**src/rtl/sram_fifo_ctrl.sv**
```systemverilog
`default_nettype none
// sram_fifo_ctrl: 1024x32 streaming FIFO built on a two-port SRAM macro.
// A 2-entry output buffer hides the macro's registered read latency.
module sram_fifo_ctrl #(
    parameter int DEPTH = 1024,
    parameter int AW    = 10,
    parameter int DW    = 32
) (
    input  logic          CLK,
    input  logic          RSTB,
    input  logic          flush,
    input  logic          in_valid,
    output logic          in_ready,
    input  logic [DW-1:0] in_data,
    output logic          out_valid,
    input  logic          out_ready,
    output logic [DW-1:0] out_data,
    output logic [AW:0]   level,
    output logic          empty,
    output logic [AW-1:0] A1,
    output logic          CSB1,
    output logic          OEB1,
    input  logic [DW-1:0] O1,
    output logic [AW-1:0] A2,
    output logic          CSB2,
    output logic          WEB2,
    output logic [DW-1:0] I2
);

    localparam logic [AW:0]   FULL_CNT = (AW+1)'(DEPTH);
    localparam logic [AW-1:0] LAST_ADR = AW'(DEPTH - 1);

    logic [AW-1:0] wptr, rptr;
    logic [AW:0]   mem_cnt;
    logic          inflight;
    logic [1:0]    obuf_cnt;
    logic [DW-1:0] obuf0, obuf1;

    logic          push, pop, rd_iss;
    logic [2:0]    occ;

    // Gating push with RSTB keeps the write port idle while reset is held.
    assign in_ready  = (mem_cnt != FULL_CNT);
    assign push      = in_valid & in_ready & ~flush & RSTB;
    assign out_valid = (obuf_cnt != 2'd0);
    assign pop       = out_valid & out_ready;
    assign occ       = 3'(obuf_cnt) + 3'(inflight) - 3'(pop);
    assign rd_iss    = (mem_cnt != '0) & (occ < 3'd2) & ~flush;

    assign A1   = rptr;
    assign CSB1 = ~rd_iss;
    assign OEB1 = 1'b0;
    assign A2   = wptr;
    assign CSB2 = ~push;
    assign WEB2 = ~push;
    assign I2   = in_data;

    assign out_data = obuf0;
    assign level    = mem_cnt + (AW+1)'(inflight) + (AW+1)'(obuf_cnt);
    assign empty    = (level == '0);

    always_ff @(posedge CLK or negedge RSTB) begin
        if (!RSTB) begin
            wptr     <= '0;
            rptr     <= '0;
            mem_cnt  <= '0;
            inflight <= 1'b0;
            obuf_cnt <= 2'd0;
            obuf0    <= '0;
            obuf1    <= '0;
        end else if (flush) begin
            wptr     <= '0;
            rptr     <= '0;
            mem_cnt  <= '0;
            inflight <= 1'b0;
            obuf_cnt <= 2'd0;
            obuf0    <= '0;
            obuf1    <= '0;
        end else begin
            if (push)
                wptr <= (wptr == LAST_ADR) ? '0 : wptr + AW'(1);
            if (rd_iss)
                rptr <= (rptr == LAST_ADR) ? '0 : rptr + AW'(1);
            case ({push, rd_iss})
                2'b10:   mem_cnt <= mem_cnt + (AW+1)'(1);
                2'b01:   mem_cnt <= mem_cnt - (AW+1)'(1);
                default: mem_cnt <= mem_cnt;
            endcase
            inflight <= rd_iss;
            obuf_cnt <= obuf_cnt + 2'(inflight) - 2'(pop);
            // O1 is only meaningful in the cycle after an issue (inflight).
            case (obuf_cnt)
                2'd0: begin
                    if (inflight) obuf0 <= O1;
                end
                2'd1: begin
                    if (inflight && pop) obuf0 <= O1;
                    else if (inflight)   obuf1 <= O1;
                end
                default: begin
                    if (pop) begin
                        obuf0 <= obuf1;
                        if (inflight) obuf1 <= O1;
                    end
                end
            endcase
        end
    end

endmodule
`default_nettype wire

```
**config.mk**
```make
export PLATFORM = sky130hd
export DESIGN_NAME = sram_fifo_ctrl
export DESIGN_NICKNAME = d
export VERILOG_FILES = /design/src/rtl/sram_fifo_ctrl.sv
export SDC_FILE = /design/constraint.sdc
export NUM_CORES = 1
export LEC_CHECK = 0
export CORE_MARGIN = 2
export CORE_UTILIZATION = 30
export DETAILED_ROUTE_END_ITERATION = 8
export HOLD_SLACK_MARGIN = 0.05
export PLACE_DENSITY = 0.54
export SYNTH_ARGS = -nofsm -noshare
export SYNTH_HDL_FRONTEND = slang
export SYNTH_SLANG_ARGS = --single-unit
```
**constraint.sdc**
```tcl
create_clock -name CLK -period 4.1 [get_ports CLK]
set_input_delay 0.615 -clock CLK [delete_from_list [all_inputs] [get_ports CLK]]
set_output_delay 0.615 -clock CLK [all_outputs]
set_load 0.02 [all_outputs]
```
==> results_dict.tcl <==
set metrics [dict create \
    dp_hpwl_mm 11.2 \
    crit_path_start_kind "flop" \
    die_w_um 143 \
    clkTransAtPathRegs_ns 0.07 \
    layout_min_cycle_time_ns 3.87 \
    grt_pass1_wl_mm 26.0 \
    pwr-share-comb 0.537 \
    numCtsBuffers 9 \
    grt_overflow_total 0 \
    synth_compound_gate_area_share 0.151 \
    hold_buffers 0 \
    clock_skew_ns 0.00624 \
    antenna_cells 0 \
    tritoncts "yes" \
    drc 0 \
    ys_seq_area_frac 0.421 \
    yosysUniqueCellTypes 59 \
    path_buf_inv 2 \
    pwr_density_cell_mw_per_mm2 643 \
    avgSynthCellArea_um2 9.27 \
    synthCells 629 \
    synth_area_leaders "dfrtp_1 (42%), mux2i_1 (6.2%), nand2_1 (5.2%)" \
    ioPinCount 171 \
    syn_to_final_growth_pct 28.9 \
    grt_setup_unrepaired "false" \
    place_inst 970 \
    seq_power_share 0.282 \
    insertion_delay_ns 0.35 \
    yosys.area_share.simple 0.211 \
    num_vias 4895 \
    initial_utilization 0.309 \
    synth_mux_area_frac 0.0680 \
    crit_path_cell_trace "inv_1 > fa_1 > fa_1 > or3b_2 > a21oi_1 > a31oi_1 > or4_1 > nor4b_2 > buf_2" \
    worstMarginPinSlew_ns 0.818 \
    dieArea_mm2 0.0206 \
    cpPeakStageDelay_ns 0.49 \
    critPathRequiredTime_ns 3.48 \
    synth_edf_count 0 \
    ys_warn_count 0 \
    mostFrequentLayoutCell "clkdlybuf4s50_1" \
    track_usage 0.157 \
    finalCritPeriodShare 0.943 \
    drtIter0Drc 289 \
    grt_pass1_vias 5025 \
    gp_congestion 0.808 \
    cp.depth 9 \
    synthAdderAreaFrac 0.0416 \
    routed_wl_mm 15.8 \
    vdd_drop_max_mv 0.227 \
    synth.top_cell.area_share 0.421 \
    setup_viol 0 \
    path_class "flop to primary output" \
    antenna_found_initial 0 \
    fin_area_mm2 0.00752 \
    layout-drive-gt1-share 0.123 \
    grt_start_max_net_pins 79 \
    power.share.switching 0.406 \
    cts.htree.levels 3 \
    fp.dieH_um 143 \
    power.leakage_uw 0.00311 \
    outcome "completed" \
    worstRegToRegCells 17 \
    intPower_uw 2870 \
    portBuffers 105 \
    cts_root_buffer "clkbuf_16" \
    slew_viol_final 0 \
    syn_nets 715 \
    final_cell_mix "clkdlybuf4s50_1 (101), dfrtp_1 (97), nand2_1 (81)" \
    drv_cap 0 \
    clock_sinks 98 \
    synthFlopType "dfrtp_1" \
    fp.coreArea_mm2 0.0189 \
    clk_path_buf_depth 2 \
    synth_async_sr_flop_share 1.00 \
    yosys.area.top_type "dfrtp_1" \
    crit_path_frequent_cell "fa_1" \
    hold_path.class "primary input to async pin" \
    p_clk_frac 0.182 \
    vias_per_cell 4.95 \
    rows 50 \
    max_freq_ghz 0.259 \
    yosys.area_share.xor_xnor 0.0300 \
    timing.slew.headroom 0.455 \
    ant_nets 0 \
    cp_slowest_cell "or4_1" \
    dpl_cell_area_mm2 0.00718 \
    syn_area_mm2 0.00583 \
    wl_per_cell_um 15.9 \
    cp.arrival_ns 3.25 \
    p_sw_uw 1960 \
    cp_top_family "simple AND/OR/NAND/NOR gates" \
    ys_seq_elements 98 \
    detail_route.first_pass.iterations 5 \
    synth_top_family_by_area "simple AND/OR/NAND/NOR gates" \
    cp_max_fo 3 \
    finalHoldViolCount 0 \
    layout.cells.non_filler 989 \
    endpoint_kind "primary output" \
    nets 811 \
]
## per-layer routing
metal / GRT usage / routed length, um / vias to the layer above
met4: 0.0506 / 328 / 0
met5: 0 / 0 / -
met2: 0.259 / 7530 / 127
li1: - / - / 2374
met3: 0.0340 / 812 / 38
met1: 0.206 / 7090 / 2356
## Yosys cell counts (all sizes together) (6+ instances only)
library cell and n:
nand4 6, a21o 6, buf 40, nand2 81
or4 8, clkbuf 29, dfrtp 98, nor3 8
and2 6, nor2b 11, and3 8, inv 14
mux2i 37, xnor2 15, o21ai 49, nor4 6
a21oi 26, nand3 18, nor2 25, ha 13
o31ai 33, nand2b 35
## state kept, by name, summed over array words and instances (netlist names)
name,flops
inflight,1
A1,10
out_data,32
obuf_cnt,2
A2,10
mem_cnt,11
obuf1,32
## what timing repair did
item | in CTS | in global routing
pin swaps | 5 | 2
gates resized for setup | 6 | 5
buffers inserted | 4 | 0
endpoints found under the setup margin | 4 | 3
## power groups by stage
stage	Sequential, uW	Clock [uW]	Combinational, uW
after floorplan	1460	0	1420
after global placement	1370	0	2500
after detailed placement	1380	0	2540
after CTS	1360	910	2590
after global routing	1390	947	2860
final	1360	877	2590
## final timing paths
kind / to / start / slack, ns
worst max register to register: mem_cnt[6] / obuf_cnt[0] / 0.25
max in group asynchronous: obuf_cnt[1] / RSTB / 2.53
worst min register to register: out_data[23] / out_data[23] / 0.48
worst max-delay path: empty / mem_cnt[0] / 0.23
worst min-delay path: out_data[3] / RSTB / 0.36
min in group CLK: out_data[23] / out_data[23] / 0.48
## stage by stage
step                      hold WS (ns)  setup TNS, ns  total power [uW]  setup WS (ns)   util
after global placement           0.460          -1.23              3870         -0.332  0.380
after detailed placement         0.467          -1.59              3910         -0.409  0.380
after floorplan                  0.319              0              2880         0.0175      -
after CTS                        0.370              0              4860         0.0386  0.398
after global routing             0.387              0              5190        0.00625  0.398
final                            0.360              0              4830          0.232  0.398
## logic make-up (layout without fill, tap and decap cells)
kind of cell	after synthesis	in the layout
simple gates	231	231
compound gates	140	140
flops	98	98
buf+inv	83	183
mux	39	39
xor+xnor	20	20
fa+ha+maj	17	17
other cells	1	1
## area by class of cell
type                            instances  area (um2)
Fill cell                            1865       11400
Multi-Input combinational cell        448        2980
Sequential cell                        98        2450
Timing Repair Buffer                  154        1410
Tap cell                              260         325
Clock buffer                           10         239
Clock inverter                          5        62.6
Inverter                               14        52.6
(Power assumes the default switching activity.)
